File: src/rtl/prism_seq_ctrl.sv
// -----------------------------------------------------------------------------
// prism_seq_ctrl
//
// Sequencing controller for the PRISM FSM engine in the TinyQV peripheral.
// The host queues (address, data) configuration words into a small FIFO and
// then issues cmd_start. The controller then:
//   1. holds PRISM in reset for RESET_CYCLES cycles,
//   2. streams every queued word into the PRISM debug write port,
//   3. releases reset for one START cycle,
//   4. enables the FSM (RUN) until the first rising edge of prism_halt,
//   5. raises a sticky done_irq and parks in DONE.
// Direct host writes share the PRISM write port and always win over the loader.
//
// Optional feature (macro PRISM_SEQ_CKSUM_EN):
//   Adds output cksum, the XOR of every loader-written prism_wdata value since
//   the last accepted cmd_start. When the macro is undefined the port and its
//   logic are absent.
//
// Parameters:
//   FIFO_DEPTH   configuration FIFO entries (power of two, >= 2)
//   RESET_CYCLES cycles prism_reset is held in the RESET state (>= 1)
//   ADDR_W       PRISM debug address width
//
// Ports:
//   clk, rst                 clock, synchronous active-high reset
//   cmd_start, cmd_abort     single-cycle command pulses
//   push_valid/ready/addr/data  configuration FIFO push interface
//   host_wr/addr/wdata       direct host write to PRISM (highest priority)
//   prism_addr/wr/wdata      registered PRISM debug write port
//   prism_reset, prism_enable  registered PRISM debug_reset / fsm_enable
//   prism_halt               PRISM debug_halt_either
//   irq_clr, done_irq        sticky halt interrupt and its clear
//   busy                     state is neither IDLE nor DONE
//   state                    IDLE=0 RESET=1 LOAD=2 START=3 RUN=4 DONE=5
//   fifo_level               current FIFO occupancy
//   cksum                    (PRISM_SEQ_CKSUM_EN only) loader write checksum
// -----------------------------------------------------------------------------
module prism_seq_ctrl #(
    parameter int FIFO_DEPTH   = 4,
    parameter int RESET_CYCLES = 2,
    parameter int ADDR_W       = 6
) (
    input  logic                          clk,
    input  logic                          rst,
    input  logic                          cmd_start,
    input  logic                          cmd_abort,
    input  logic                          push_valid,
    output logic                          push_ready,
    input  logic [ADDR_W-1:0]             push_addr,
    input  logic [31:0]                   push_data,
    input  logic                          host_wr,
    input  logic [ADDR_W-1:0]             host_addr,
    input  logic [31:0]                   host_wdata,
    output logic [ADDR_W-1:0]             prism_addr,
    output logic                          prism_wr,
    output logic [31:0]                   prism_wdata,
    output logic                          prism_reset,
    output logic                          prism_enable,
    input  logic                          prism_halt,
    input  logic                          irq_clr,
    output logic                          done_irq,
    output logic                          busy,
    output logic [2:0]                    state,
    output logic [$clog2(FIFO_DEPTH):0]   fifo_level
`ifdef PRISM_SEQ_CKSUM_EN
    ,
    output logic [31:0]                   cksum
`endif
);

    localparam int PTR_W = $clog2(FIFO_DEPTH);
    localparam int LVL_W = PTR_W + 1;
    localparam int CNT_W = $clog2(RESET_CYCLES + 1);

    typedef enum logic [2:0] {
        S_IDLE  = 3'd0,
        S_RESET = 3'd1,
        S_LOAD  = 3'd2,
        S_START = 3'd3,
        S_RUN   = 3'd4,
        S_DONE  = 3'd5
    } state_t;

    state_t              state_q, state_d;
    logic [CNT_W-1:0]    cnt_q, cnt_d;
    logic [PTR_W-1:0]    wr_ptr_q, wr_ptr_d;
    logic [PTR_W-1:0]    rd_ptr_q, rd_ptr_d;
    logic [LVL_W-1:0]    level_q, level_d;
    logic                halt_q, halt_d;
    logic                done_irq_q, done_irq_d;
    logic                prism_wr_q, prism_wr_d;
    logic [ADDR_W-1:0]   prism_addr_q, prism_addr_d;
    logic [31:0]         prism_wdata_q, prism_wdata_d;
    logic                prism_reset_q, prism_reset_d;
    logic                prism_enable_q, prism_enable_d;

    // FIFO storage carries data only, so it is left out of reset.
    logic [ADDR_W-1:0]   addr_mem [FIFO_DEPTH];
    logic [31:0]         data_mem [FIFO_DEPTH];

    logic                fifo_full;
    logic                fifo_empty;
    logic                push_fire;
    logic                load_pop;
    logic                start_acc;
    logic                halt_rise;

    assign fifo_full  = (level_q == LVL_W'(FIFO_DEPTH));
    assign fifo_empty = (level_q == '0);

    // An abort flushes the FIFO, so a push offered in that same cycle is lost.
    assign push_fire  = push_valid && !fifo_full && !cmd_abort;
    assign start_acc  = cmd_start && !cmd_abort &&
                        ((state_q == S_IDLE) || (state_q == S_DONE));
    assign halt_rise  = prism_halt && !halt_q;

    // ------------------------------------------------------------------
    // Next-state, loader and interrupt logic
    // ------------------------------------------------------------------
    always_comb begin
        state_d    = state_q;
        cnt_d      = cnt_q;
        load_pop   = 1'b0;
        done_irq_d = done_irq_q;

        unique case (state_q)
            S_IDLE, S_DONE: begin
                if (start_acc) begin
                    state_d = S_RESET;
                    cnt_d   = CNT_W'(RESET_CYCLES);
                end
            end
            S_RESET: begin
                cnt_d = cnt_q - CNT_W'(1);
                if (cnt_q <= CNT_W'(1)) begin
                    state_d = S_LOAD;
                end
            end
            S_LOAD: begin
                // A host write steals the port; the loader just waits a cycle.
                if (fifo_empty) begin
                    state_d = S_START;
                end else if (!host_wr) begin
                    load_pop = 1'b1;
                end
            end
            S_START: begin
                state_d = S_RUN;
            end
            S_RUN: begin
                if (halt_rise) begin
                    state_d = S_DONE;
                end
            end
            default: begin
                state_d = S_IDLE;
            end
        endcase

        if (cmd_abort) begin
            state_d  = S_IDLE;
            load_pop = 1'b0;
        end

        // Setting on the halt edge takes precedence over a same-cycle clear.
        if ((state_q == S_RUN) && halt_rise && !cmd_abort) begin
            done_irq_d = 1'b1;
        end else if (irq_clr || start_acc) begin
            done_irq_d = 1'b0;
        end
    end

    // ------------------------------------------------------------------
    // FIFO pointers / level
    // ------------------------------------------------------------------
    always_comb begin
        wr_ptr_d = wr_ptr_q;
        rd_ptr_d = rd_ptr_q;
        level_d  = level_q;
        if (cmd_abort) begin
            wr_ptr_d = '0;
            rd_ptr_d = '0;
            level_d  = '0;
        end else begin
            if (push_fire) begin
                wr_ptr_d = wr_ptr_q + PTR_W'(1);
            end
            if (load_pop) begin
                rd_ptr_d = rd_ptr_q + PTR_W'(1);
            end
            level_d = level_q + LVL_W'(push_fire) - LVL_W'(load_pop);
        end
    end

    // ------------------------------------------------------------------
    // Registered PRISM-side outputs, derived from the next state so they
    // line up with the state register.
    // ------------------------------------------------------------------
    always_comb begin
        prism_wr_d     = host_wr || load_pop;
        prism_addr_d   = prism_addr_q;
        prism_wdata_d  = prism_wdata_q;
        if (host_wr) begin
            prism_addr_d  = host_addr;
            prism_wdata_d = host_wdata;
        end else if (load_pop) begin
            prism_addr_d  = addr_mem[rd_ptr_q];
            prism_wdata_d = data_mem[rd_ptr_q];
        end
        prism_reset_d  = (state_d == S_RESET) || (state_d == S_LOAD);
        prism_enable_d = (state_d == S_RUN);
        // Tracked in every state so a level already high on RUN entry
        // cannot look like a fresh edge.
        halt_d         = prism_halt;
    end

    always_ff @(posedge clk) begin
        if (rst) begin
            state_q        <= S_IDLE;
            cnt_q          <= '0;
            wr_ptr_q       <= '0;
            rd_ptr_q       <= '0;
            level_q        <= '0;
            halt_q         <= 1'b0;
            done_irq_q     <= 1'b0;
            prism_wr_q     <= 1'b0;
            prism_addr_q   <= '0;
            prism_wdata_q  <= '0;
            prism_reset_q  <= 1'b0;
            prism_enable_q <= 1'b0;
        end else begin
            state_q        <= state_d;
            cnt_q          <= cnt_d;
            wr_ptr_q       <= wr_ptr_d;
            rd_ptr_q       <= rd_ptr_d;
            level_q        <= level_d;
            halt_q         <= halt_d;
            done_irq_q     <= done_irq_d;
            prism_wr_q     <= prism_wr_d;
            prism_addr_q   <= prism_addr_d;
            prism_wdata_q  <= prism_wdata_d;
            prism_reset_q  <= prism_reset_d;
            prism_enable_q <= prism_enable_d;
        end
    end

    always_ff @(posedge clk) begin
        if (push_fire) begin
            addr_mem[wr_ptr_q] <= push_addr;
            data_mem[wr_ptr_q] <= push_data;
        end
    end

`ifdef PRISM_SEQ_CKSUM_EN
    // ------------------------------------------------------------------
    // Loader checksum: folds in the popped word on the same edge that
    // puts it on prism_wdata, so cksum and prism_wr move together.
    // ------------------------------------------------------------------
    logic [31:0] cksum_q, cksum_d;

    always_comb begin
        cksum_d = cksum_q;
        if (start_acc) begin
            cksum_d = '0;
        end else if (load_pop) begin
            cksum_d = cksum_q ^ data_mem[rd_ptr_q];
        end
    end

    always_ff @(posedge clk) begin
        if (rst) begin
            cksum_q <= '0;
        end else begin
            cksum_q <= cksum_d;
        end
    end

    assign cksum = cksum_q;
`else
    // Checksum disabled: no extra port or logic.
`endif

    assign push_ready   = !fifo_full;
    assign prism_addr   = prism_addr_q;
    assign prism_wr     = prism_wr_q;
    assign prism_wdata  = prism_wdata_q;
    assign prism_reset  = prism_reset_q;
    assign prism_enable = prism_enable_q;
    assign done_irq     = done_irq_q;
    assign busy         = (state_q != S_IDLE) && (state_q != S_DONE);
    assign state        = state_q;
    assign fifo_level   = level_q;

endmodule

File: config.mk
export PLATFORM = sky130hd
export DESIGN_NAME = prism_seq_ctrl
export DESIGN_NICKNAME = d
export VERILOG_FILES = /design/src/rtl/prism_seq_ctrl.sv
export SDC_FILE = /design/constraint.sdc
export NUM_CORES = 1
export LEC_CHECK = 0
export BUFFER_PORTS_ARGS = -buffer_cell sky130_fd_sc_hd__buf_2
export CAP_MARGIN = 30
export CORE_MARGIN = 3
export CORE_UTILIZATION = 30
export CTS_CLUSTER_SIZE = 20
export DETAILED_ROUTE_END_ITERATION = 16
export HOLD_SLACK_MARGIN = 0.08
export PLACE_DENSITY_LB_ADDON = 0.05
export SKIP_CTS_REPAIR_TIMING = 1
export SLEW_MARGIN = 20
export SYNTH_ARGS = -nofsm -noshare
export SYNTH_HDL_FRONTEND = slang
export SYNTH_SLANG_ARGS = --single-unit
export TNS_END_PERCENT = 1
File: constraint.sdc
create_clock -name clk -period 3.4 [get_ports clk]
set_input_delay 0.51 -clock clk [delete_from_list [all_inputs] [get_ports clk]]
set_output_delay 0.51 -clock clk [all_outputs]
set_load 0.02 [all_outputs]
# Yosys cells after proc, flatten, opt, wreduce, memory -nomap -nowiden
# Memories as Yosys holds them, arrays and structs flattened. A register that Yosys moved wholly into a read port is not among the register bits.
# Cells that the tools add are included.
[totals] ramBits=152 mem_count=2 word_cells=79 ff_bits=55 in_bits=84 output_inout_bits=50
[mem_list] name="data_mem" depth=4 word_bits=32 read_ports=1 rd_ports_with_merged_regs=1 wr=1 line_no="99" text="logic [31:0] data_mem [FIFO_DEPTH];"
[mem_list] name="addr_mem" depth=4 word_bits=6 read_ports=1 rd_ports_with_merged_regs=1 wr=1 line_no="98" text="logic [ADDR_W-1:0] addr_mem [FIFO_DEPTH];"
[classes] mux=24 n_reduce_logical=24 addsub=5 magnitude_cmp=1 eq_ne=11
[ops] cell="32-bit 2-to-1 mux" n=2
[ops] cell="3-bit 2-to-1 mux" n=5
[ops] cell="3-bit one-hot mux with 5 select lines" n=1
[ops] cell="3-bit equality test (second input constant)" n=4
[ops] cell="6-bit 2-to-1 mux" n=2
[ops] cell="2-bit 2-to-1 mux" n=5
[ops] cell="3-bit by 2-bit equality test with 1-bit output (second input constant)" n=3
[ops] cell="1-bit logical AND" n=8
[ops] cell="1-bit 2-to-1 mux" n=8
[ops] cell="3-bit by 1-bit equality test with 1-bit output (second input constant)" n=2
[ops] cell="3-bit zero test" n=2
[ops] cell="2-bit nonzero test" n=3
[ops] cell="2-bit by 1-bit adder with 2-bit output (second input constant)" n=2
[ops] cell="1-bit logical OR" n=4
[ops] cell="2-bit one-hot mux with 2 select lines" n=1
[ops] cell="2-bit OR reduction" n=2
[ops] cell="3-bit by 1-bit adder with 3-bit output" n=1
[ops] cell="1-bit zero test" n=3
[ops] cell="3-bit inequality test (second input constant)" n=1
[ops] cell="3-bit nonzero test" n=1
[ops] cell="3-bit by 1-bit subtractor with 3-bit output" n=1
[ops] cell="2-bit by 1-bit <= comparator with 1-bit output (second input constant)" n=1
[ops] cell="2-bit inequality test (second input constant)" n=1
[ops] cell="2-bit AND reduction" n=1
[ops] cell="2-bit by 1-bit subtractor with 2-bit output (second input constant)" n=1

# Depth between registers and ports, before layout
[depth] depth_word=8 ltp_mapped=13 mapped_depth_nobuf=12

# Least setup slack after synthesis
# No wires, ideal clock.
[synth_path] path_type="flip-flop to flip-flop" startpoint="register level_q[2], in the netlist fifo_level[2]" endpoint="register level_q[2], in the netlist fifo_level[2]" setup_time_ps=115 setup_slack_ps=858 required_time_ps=3285 n_path_buf=0 path_stages_with_launch=13 synth_period_minus_slack_ps=2542 arrival_time_ps=2427 cell_sequence="dfxtp_1 > or3b_2 > nand2_1 > nor2_1 > inv_1 > ha_1 > inv_1 > ha_1 > inv_1 > fa_1 > xor2_1 > xnor2_1 > nor2_1"
[synth_via] elab_chain_len=6 word_cells_on_any_way=10 cone_classes="add/sub: 2; eq/ne: 1; mux: 3; reduce/logical: 4"
[synth_lines] element="start, declared" line_no="88" text="logic [LVL_W-1:0] level_q, level_d;"
[synth_lines] element="start signal, assigned" line_no="236" text="level_q <= level_d;"
[synth_lines] element="3-bit equality test" line_no="108" text="assign fifo_full = (level_q == LVL_W'(FIFO_DEPTH));"
[synth_lines] element="1-bit zero test"
[synth_lines] element="via push_ready" line_no="48" text="output logic push_ready,"
[synth_lines] element="1-bit logical AND (2 in series)" line_no="112" text="assign push_fire = push_valid && !fifo_full && !cmd_abort;"
[synth_lines] element="3-bit by 1-bit adder with 3-bit output" line_no="191" text="level_d = level_q + LVL_W'(push_fire) - LVL_W'(load_pop);"
[synth_lines] element="3-bit by 1-bit subtractor with 3-bit output" line_no="191"
# The timed path passes the listed nets, and every way through them passes these cells.
# A chain may end at the register's enable or synchronous reset.

# Worst setup path in the final report
[layout_path] startpoint="register level_q[1], in the netlist fifo_level[1]" endpoint="register level_q[2], in the netlist fifo_level[2]"
[layout_via] elab_chain_len=6 word_cells_on_any_way=10 cone_classes="add/sub: 2; eq/ne: 1; mux: 3; reduce/logical: 4"
[layout_lines] element="3-bit equality test" line_no="108"
[layout_lines] element="1-bit zero test" line_no="112"
[layout_lines] element="1-bit logical AND (2 in series)" line_no="112"
[layout_lines] element="3-bit by 1-bit adder with 3-bit output" line_no="191"
[layout_lines] element="3-bit by 1-bit subtractor with 3-bit output (*)" line_no="191"
# Every way passes the cells marked *; elsewhere a longest branch is shown, timed or not.

==> results.md <==
* DP HPWL at roughly 11,000 um
* Sink Count at 209
* Crit end category: flip-flop
* Final Max Tran Viols at 0
* Ys flop type: edfxtp_1
* Worst skew pair latency at between 0.5 and 0.6 ns
* Vias/cell at 4.856
* Design area at just under 10,000 um^2
* Cell variety after synth at 37
* Synth top area share at around 58%
* CTS tree: done
* Syn-to-layout area delta at 22.64%
* Fmax at approximately 400 MHz
* Status: completed
* LEAKAGE at approximately 3.6 nW
* #FFs+latches synth at approximately 210
* H-tree depth at 1
* Synthesized area per cell at between 15 and 20 um^2
* Synth warn at 0
* Initial antenna violation count at 2
* Final Cycle Share at 74.03%
* Diode count at 0
* Vias in the first global route at 5,108
* Tot GR Track Use at between 10% and 20%
* Area after DPL at approximately 9000 um^2
* Clock skew at between 0.008 and 0.009 ns
* Fin. Hold Viols at 0
* TritonRoute pass-1 iters at 4
* Top cells by area, synth: edfxtp_1, dfxtp_1, mux4_2
* Routed Antenna Nets at 0
* Total Neg Setup Slack at 0 ns
* Root buffer cell: clkbuf_16
* Pwr per Cell Area at between 500 and 600 nW/um^2
* Pre-CTS setup slack at ~0.8 ns
* RSZ-0062 raised after global routing: false
* Required @ worst endpoint at approximately 3.8 ns
* GRT Residual Overflow at 0
* Violation count after the first detailed-route iteration at approximately 190
* Initial cell density of the core at a little under a third
* Drt total wl at roughly 19,000 um
* Post-Syn Area at ~7900 um^2
* VDD IR-drop max at roughly 0.32 mV
* CTS Buf Count at 24
* Die H at around 170 um
* Post-Syn Instances at roughly 480
* Largest fanout on the critical path at 5
* Tmin final at 2.517 ns
* Post-Syn Nets at around 570
* Largest net degree at the start of global routing at 50
* DRC viols at 0
* Bufs on Longest Clock Path at 3
* Number of port buffers at about 130
* Post-synth EDFFs at between 150 and 200
* WP data arrival at a little under 3 ns
* Sequential share of the synthesized area at approximately 72%
* I/O Pins at 134
* Ys async rst share at 0%
* CP startpoint kind: flip-flop
* Row count at 58
* Max-cap violation count at 0
* Die area at between 20,000 and 30,000 um^2
* Most common cell in the netlist: edfxtp_1
* Worst hold path type: input port to flip-flop
* Nets at ~700
* Die width at around 170 um
* Setup ws final at roughly 0.88 ns
* Layout cell share with drive strength beyond 1 at a little under two fifths
* Via Count at 4,662
* Final setup violation count at 0
* GPL Wtd Cong at approximately 0.75
* Post-synth top cells: edfxtp_1, dfxtp_1, nand2_1
* Core ar. at about 26,000 um^2
* Clock Pin Slew Worst Setup and Hold Paths at around 0.06 ns
* Slew margin rel. at 41.99%
* Min Hold Slack at roughly 0.21 ns
* Per-cell routed wire length at between 20 and 25 um
* Global-route wire length before repair at 29,840 um
* Synth area leader: edfxtp_1
* Crit Path Class: flip-flop to flip-flop
* Slew of the pin with the lowest slew margin at 0.8701 ns
logic make-up (layout without fill, tap and decap cells):
family	Yosys count	in the layout	share of synthesized area (%)
flops	209	209	71.94
simple gates	125	125	7.825
buf+inv	38	193	2.193
fa+ha+maj	7	7	1.199
compound gates	51	51	5.206
mux	39	39	10.98
xor+xnor	6	6	0.6626
critical path, cell delays in order (launching register included):
cell     delay, ns
dfxtp_1       0.36
or3b_2        0.51
nand2_1       0.16
nor2_1        0.10
inv_1         0.07
ha_1          0.22
inv_1         0.06
ha_1          0.13
inv_1         0.04
fa_1          0.38
xor2_1        0.17
xnor2_1       0.14
nor2_1        0.06
path summary, 6_finish.rpt:
| kind | from | to | slack [ns] | depth (start not counted) |
|---|---|---|---|---|
| max | fifo_level[1]$_SDFF_PP0_ | fifo_level[2]$_SDFF_PP0_ | 0.88 | 12 |
| min | host_wdata[10] | prism_wdata[10]$_SDFFE_PP0P_ | 0.21 | 3 |
| max reg2reg | fifo_level[1]$_SDFF_PP0_ | fifo_level[2]$_SDFF_PP0_ | 0.88 | 12 |
| min reg2reg | cnt_q[0]$_SDFFE_PP0P_ | cnt_q[0]$_SDFFE_PP0P_ | 0.46 | 2 |
metrics by stage:
stage	utilization (%)	cells	total power, mW
after detailed placement	35.21	916	3.154
after floorplan	-	475	3.009
final	38.08	960	5.473
after global routing	38.08	960	5.709
after global placement	35.10	915	3.141
after CTS	38.08	960	5.568
cell type report:
type / instances / area, um^2
Timing Repair Buffer: 143 / 773.2
Clock inverter: 7 / 32.53
Inverter: 6 / 22.52
Fill cell: 2480 / 15820
Clock buffer: 37 / 700.7
Multi-Input combinational cell: 228 / 2074
Tap cell: 330 / 412.9
Sequential cell: 209 / 5710
placed cells by master (no fill, tap or decap), types with 6 or more instances in the layout:
cell type	count
a32oi_1	38
nand2_1	45
inv_1	6
buf_2	133
ha_1	6
nor2_1	13
edfxtp_1	152
clkbuf_1	9
nand3_1	42
buf_4	8
dfxtp_1	55
clkbuf_16	25
mux4_2	38
flip-flops by register name, indices dropped and copies added, names as in the netlist, named ones only:
register      flops
fifo_level        3
prism_wr          1
halt_q            1
state             3
prism_reset       1
wr_ptr_q          2
done_irq          1
cnt_q             2
prism_enable      1
prism_addr        6
rd_ptr_q          2
data_mem        128
prism_wdata      32
addr_mem         24
metal layers:
| metal | share of wire [%] | GRT usage [%] | vias to the layer above |
|---|---|---|---|
| li1 | - | - | 2152 |
| met1 | 42 | 16.82 | 2367 |
| met4 | 2.3 | 3.308 | 4 |
| met5 | 0.14 | 0 | - |
| met2 | 51 | 23.80 | 104 |
| met3 | 4.7 | 3.106 | 35 |
power by group:
part | total, mW | leakage (nW) | internal, mW | switching [mW]
sequential | 2.82 | 1.85 | 2.80 | 0.0227
combinational | 0.274 | 1.35 | 0.110 | 0.164
clock | 2.38 | 0.363 | 1.41 | 0.969
total | 5.47 | 3.56 | 4.32 | 1.16
No activity file was read; power rests on OpenSTA's default activity.
